===== src/rtl/tcam_pkg.sv =====
`default_nettype none
// +----------------------------------------------------------------------+
// | Module      : tcam_pkg                                               |
// | Description : Shared sizes, operation codes and FSM state encoding   |
// |               for the ternary match store access controller.         |
// | Revision    : 1.0  initial release                                   |
// +----------------------------------------------------------------------+
package tcam_pkg;

   localparam int DATA_W = 10;
   localparam int DEPTH  = 16;
   localparam int ADDR_W = 4;

   localparam logic [1:0] OP_SEARCH = 2'b00;
   localparam logic [1:0] OP_WRITE  = 2'b01;
   localparam logic [1:0] OP_INVAL  = 2'b10;

   typedef enum logic [1:0] {
      ST_IDLE = 2'd0,
      ST_SCAN = 2'd1,
      ST_RESP = 2'd2
   } state_t;

endpackage
`default_nettype wire


===== src/rtl/tcam_access_ctrl_rr_arb2.sv =====
`default_nettype none
// +----------------------------------------------------------------------+
// | Module      : rr_arb2                                                |
// | Description : Two-request round-robin arbiter. On a tie the client   |
// |               that did not win last time is granted. Grants are      |
// |               combinational and only issued while enabled.           |
// | Revision    : 1.0  initial release                                   |
// +----------------------------------------------------------------------+
module rr_arb2 (
   input  logic       clk,
   input  logic       reset,
   input  logic       en,
   input  logic [1:0] req,
   output logic [1:0] gnt
);

   // 1 means client 1 was granted most recently; starts at 1 so client 0
   // wins the first tie.
   logic last;

   // Pick the winner; grants are suppressed while reset is asserted.
   always_comb begin
      gnt = 2'b00;
      if (en && !reset) begin
         if (req == 2'b11) begin
            gnt = last ? 2'b01 : 2'b10;
         end else begin
            gnt = req;
         end
      end
   end

   // Remember which client received the most recent grant.
   always_ff @(posedge clk or posedge reset) begin
      if (reset) begin
         last <= 1'b1;
      end else if (|gnt) begin
         last <= gnt[1];
      end
   end

endmodule
`default_nettype wire


===== src/rtl/tcam_access_ctrl.sv =====
`default_nettype none
// +----------------------------------------------------------------------+
// | Module      : tcam_access_ctrl                                       |
// | Description : Owns a ternary match store and shares it between two   |
// |               clients. Writes/invalidates apply at the grant edge;   |
// |               searches scan one entry per cycle, lowest index first. |
// | Revision    : 1.0  initial release                                   |
// +----------------------------------------------------------------------+
module tcam_access_ctrl
   import tcam_pkg::*;
(
   input  logic              clk,
   input  logic              reset,
   input  logic              c0_req,
   input  logic [1:0]        c0_op,
   input  logic [ADDR_W-1:0] c0_addr,
   input  logic [DATA_W-1:0] c0_key,
   input  logic [DATA_W-1:0] c0_care,
   output logic              c0_gnt,
   output logic              c0_rsp_valid,
   input  logic              c1_req,
   input  logic [1:0]        c1_op,
   input  logic [ADDR_W-1:0] c1_addr,
   input  logic [DATA_W-1:0] c1_key,
   input  logic [DATA_W-1:0] c1_care,
   output logic              c1_gnt,
   output logic              c1_rsp_valid,
   output logic              rsp_hit,
   output logic [ADDR_W-1:0] rsp_idx,
   output logic              busy
);

   state_t              state;
   state_t              state_nxt;
   logic [1:0]          gnt;
   logic                grant;
   logic                sel;
   logic [1:0]          g_op;
   logic [ADDR_W-1:0]   g_addr;
   logic [DATA_W-1:0]   g_key;
   logic [DATA_W-1:0]   g_care;
   logic                g_search;
   logic                owner;
   logic [DATA_W-1:0]   key_q;
   logic [ADDR_W-1:0]   ptr;
   logic                match;
   logic                last_ptr;
   logic [DEPTH-1:0]    valid;
   logic [DATA_W-1:0]   value [DEPTH];
   logic [DATA_W-1:0]   care  [DEPTH];

   rr_arb2 u_arb (
      .clk   (clk),
      .reset (reset),
      .en    (state == ST_IDLE),
      .req   ({c1_req, c0_req}),
      .gnt   (gnt)
   );

   // Fields of whichever client won this cycle; reserved op decodes as search.
   always_comb begin
      grant    = |gnt;
      sel      = gnt[1];
      g_op     = sel ? c1_op   : c0_op;
      g_addr   = sel ? c1_addr : c0_addr;
      g_key    = sel ? c1_key  : c0_key;
      g_care   = sel ? c1_care : c0_care;
      g_search = (g_op != OP_WRITE) && (g_op != OP_INVAL);
      match    = valid[ptr] && (((key_q ^ value[ptr]) & care[ptr]) == '0);
      last_ptr = (ptr == ADDR_W'(DEPTH - 1));
   end

   // FSM state register.
   always_ff @(posedge clk or posedge reset) begin
      if (reset) begin
         state <= ST_IDLE;
      end else begin
         state <= state_nxt;
      end
   end

   // Next-state and client-facing strobes.
   always_comb begin
      state_nxt    = state;
      c0_gnt       = gnt[0];
      c1_gnt       = gnt[1];
      c0_rsp_valid = (state == ST_RESP) && !owner;
      c1_rsp_valid = (state == ST_RESP) && owner;
      busy         = (state != ST_IDLE);
      case (state)
         ST_IDLE: if (grant) state_nxt = g_search ? ST_SCAN : ST_RESP;
         ST_SCAN: if (match || last_ptr) state_nxt = ST_RESP;
         ST_RESP: state_nxt = ST_IDLE;
         default: state_nxt = ST_IDLE;
      endcase
   end

   // Operation context, scan pointer and the held response fields.
   always_ff @(posedge clk or posedge reset) begin
      if (reset) begin
         owner   <= 1'b0;
         key_q   <= '0;
         ptr     <= '0;
         rsp_hit <= 1'b0;
         rsp_idx <= '0;
      end else if (state == ST_IDLE) begin
         if (grant) begin
            owner <= sel;
            if (g_search) begin
               key_q <= g_key;
               ptr   <= '0;
            end else begin
               rsp_hit <= 1'b1;
               rsp_idx <= g_addr;
            end
         end
      end else if (state == ST_SCAN) begin
         if (match) begin
            rsp_hit <= 1'b1;
            rsp_idx <= ptr;
         end else if (last_ptr) begin
            rsp_hit <= 1'b0;
            rsp_idx <= '0;
         end else begin
            ptr <= ptr + ADDR_W'(1);
         end
      end
   end

   // Entry array: only modified at write/invalidate grant edges, so a scan
   // in progress always sees stable contents.
   always_ff @(posedge clk or posedge reset) begin
      if (reset) begin
         valid <= '0;
         for (int i = 0; i < DEPTH; i++) begin
            value[i] <= '0;
            care[i]  <= '0;
         end
      end else if ((state == ST_IDLE) && grant) begin
         if (g_op == OP_WRITE) begin
            valid[g_addr] <= 1'b1;
            value[g_addr] <= g_key;
            care[g_addr]  <= g_care;
         end else if (g_op == OP_INVAL) begin
            valid[g_addr] <= 1'b0;
         end
      end
   end

endmodule
`default_nettype wire


===== config.mk =====
export PLATFORM = sky130hd
export DESIGN_NAME = tcam_access_ctrl
export DESIGN_NICKNAME = d
export VERILOG_FILES = /design/src/rtl/tcam_pkg.sv /design/src/rtl/tcam_access_ctrl_rr_arb2.sv /design/src/rtl/tcam_access_ctrl.sv
export SDC_FILE = /design/constraint.sdc
export NUM_CORES = 1
export LEC_CHECK = 0
export BUFFER_PORTS_ARGS = -buffer_cell sky130_fd_sc_hd__buf_2
export CAP_MARGIN = 5
export CORE_MARGIN = 8
export CORE_UTILIZATION = 67
export DETAILED_ROUTE_END_ITERATION = 12
export MAX_ROUTING_LAYER = met4
export PLACE_DENSITY = 0.85
export SLEW_MARGIN = 0
export SYNTH_ARGS = -nofsm -noshare
export SYNTH_HDL_FRONTEND = slang
export SYNTH_HIERARCHICAL = 1
export SYNTH_SLANG_ARGS = --single-unit

===== constraint.sdc =====
create_clock -name clk -period 23.1 [get_ports clk]
set_input_delay 1.155 -clock clk [delete_from_list [all_inputs] [get_ports clk]]
set_output_delay 1.155 -clock clk [all_outputs]
set_load 0.005 [all_outputs]

==> flow_summary.ini <==
[floorplanning]
io_pins = 66
die-area_sq_mm = 0.0303
fp-row-count = 58
fp.dieH_microns = 174
die_x_microns = 174
coreArea_sq_mm = 0.0248
initial_core_util_pct = 67.4

[route]
viasPerCell = 6.52
drt_wl_total_microns = 44900
drc_errors = 0
routedWlPerCell_microns = 22.4
drtIter0Drc = 1558
vias = 13095
firstDrtPassIters = 6
ant_nets = 0

[place]
portBuffers = 65
dp_hpwl_microns = 26700
place_congestion = 0.902
placed_area_sq_mm = 0.0171

[critical_path]
cp.required_ns = 23.53
cp_max_fo = 40
crit_path_end_kind = register
r2r-start = state[0]
path_class = reg -> reg
crit_family = simple AND/OR/NAND/NOR gates
worst_path_max_delay_cell = nor2_4
arrival_ns = 5.12
cp.buffers_inverters = 1
cp_slowest_stage_delay_ns = 0.98
cp_cell_sequence = or2_2 -> clkinv_1 -> nand3b_1 -> a21oi_4 -> mux2i_1 -> ha_1 -> and2_1 -> nand2_1 -> nor2_4 -> nor2_1 -> a21oi_1
startpoint = state[0]
startpoint_type = register

[grt]
grt_pass1_wl_microns = 70900
grt.total_usage_pct = 30.0
antenna_found_initial = 0
grt_pass1_vias = 12985
globalRouteOverflowTotal = 0
grt_max_degree = 143

[yosys]
synthTopCellsByCount = 358 x dfrtp_1, 348 x nor2_1, 325 x a21oi_1
yosysWarnings = 6
yosys_most_used_dff = dfrtp_1
synth_most_common_cell = dfrtp_1
syn-cell-area_sq_mm = 0.0167
ys_seq_elements = 359
ys_seq_area_share_pct = 53.7
synth_top_cell_area_share_pct = 53.6
yosysUniqueCellTypes = 79
syn_inst = 1658
synthArstFlopShare_pct = 100
synth_area_leaders = dfrtp_1 54%, a21oi_1 9.7%, nor2_1 7.8%, xor2_1 3.9%, mux2i_1 3.3%
synth.largest_area_cell = dfrtp_1
synth_edf_count = 0
synth_nets = 1716
avgSynthCellArea_sq_um = 10.1

[cts]
htreeDepth = 2
hold_buffers = 0
clockBufferDepth = 3
cts_resized = 0
path_clk_slew_ns = 0.06
clock_sinks = 359
cts_buffers = 37
cts_tree = built
cts_setup_buffers = 0
clk_latency_ns = 0.52
cts-root-buf = clkbuf_16

[sta]
max_slew.worst_pin.slew_ns = 1.15
setup_viol = 0
layout_min_cycle_time_ns = 4.69
fin_crit_sh_pct = 20.3
slew_violations = 0
skew_ns = 0.0106
relSlewSlack_pct = 22.1
rsz0062_at_grt = false
clock.fmax_mhz = 213
setup-tns-final_ns = 0
hold_viol = 0

[finish]
drive_above_1_share_pct = 13.5
diodes = 0
nNetsFinal = 1709
fin_area_sq_mm = 0.0184
area.growth.synth_to_final_pct = 9.87

[power_and_ir_drop]
p_sw_share_pct = 36.0
cellLeakagePower_nw = 8.59
p_per_area_mw_per_mm2 = 134
intPower_w = 0.00158
combPwrFrac_pct = 31.6
p_clk_share_pct = 24.8
switchingPower_w = 0.000888
vdd_drop_max_mv = 0.0971
seq_power_share_pct = 43.6

[outcome]
status = finished, final reports clean

[job]
cap_violations = 0

[hold_path]
min_path_type = reg -> reg
## flip-flops by register name, indices dropped and copies added, names as in the netlist, named ones only
register / cells
care: 160
value: 160
key_q: 10
ptr: 4
rsp_idx: 4
state: 2
owner: 1
rsp_hit: 1
u_arb/last: 1
## power groups by stage
stage          combinational, W  sequential, W  clock, W
2_1_floorplan          0.000655       0.000977         0
3_3_place_gp           0.000717        0.00106         0
3_5_place_dp           0.000753        0.00107         0
4_1_cts                0.000772        0.00107  0.000613
5_1_grt                0.000849        0.00110  0.000638
6_report               0.000781        0.00107  0.000612
## final cells by class
cell class | instances | area (sq um)
multi-input cells | 1151 | 7150
repair buffers | 90 | 513
flip-flops and latches | 359 | 8990
clock buffers | 54 | 1100
inverters | 12 | 52.6
clock inverters | 13 | 149
fillers | 1613 | 6450
well taps | 330 | 413
## layout by cell type, fill, tap and decap left out, types with 5 or more instances in the layout
cell / instances
nor3_1: 5
clkbuf_16: 39
a21oi_1: 324
o31ai_1: 9
dfrtp_1: 356
o221ai_1: 10
clkinv_2: 7
a31oi_1: 14
xor2_1: 74
nand3_1: 33
mux2i_2: 5
clkbuf_1: 8
inv_1: 9
and3_1: 16
nor2_4: 16
o21ai_0: 28
mux4_1: 9
clkbuf_8: 7
mux2i_1: 50
o22ai_1: 5
nor2_1: 332
nand2_1: 58
buf_2: 65
mux2_2: 17
mux4_2: 19
xnor2_1: 27
nand2b_1: 13
buf_4: 25
## final timing paths
path	endpoint	slack (ns)	cells after the start
worst min register to register	register	0.51	1
min in group asynchronous	u_arb/last	0.70	2
worst max register to register	care[118]	18.41	11
max in group asynchronous	care[76]	20.53	3
worst min-delay path	register	0.51	1
worst max-delay path	care[118]	18.41	11
## through the flow
stage	utilization (%)	total power, W	setup WS (ns)	hold slack [ns]	cells
final	74.0	0.00247	18.41	0.505	2009
after global routing	74.0	0.00259	18.11	0.513	2009
after CTS	74.0	0.00245	18.47	0.508	2009
after detailed placement	69.0	0.00183	18.16	0.494	1942
after global placement	69.0	0.00177	18.34	0.485	1942
after floorplan	-	0.00163	12.01	0.468	1658
## kinds of logic (layout without fill, tap and decap cells)
kind of cell,Yosys count,count (layout),share of synthesized area (%)
adder cells (fa/ha/maj),2,2,0.150
flip-flops,359,359,53.7
buffers and inverters,148,169,4.39
AND/OR/NAND/NOR,502,502,12.6
multiplexers,104,104,8.77
AO/OA/AOI/OAI,442,442,15.0
XOR/XNOR,101,101,5.29
## per-layer routing
layer	wire length [microns]	GRT usage [%]	vias up
met5	0	-	-
met4	1790	12.9	0
met3	4040	5.40	150
met2	21600	46.7	775
met1	17500	38.5	6454
li1	-	-	5716
Note: power is estimated with default switching activity, not from simulation.
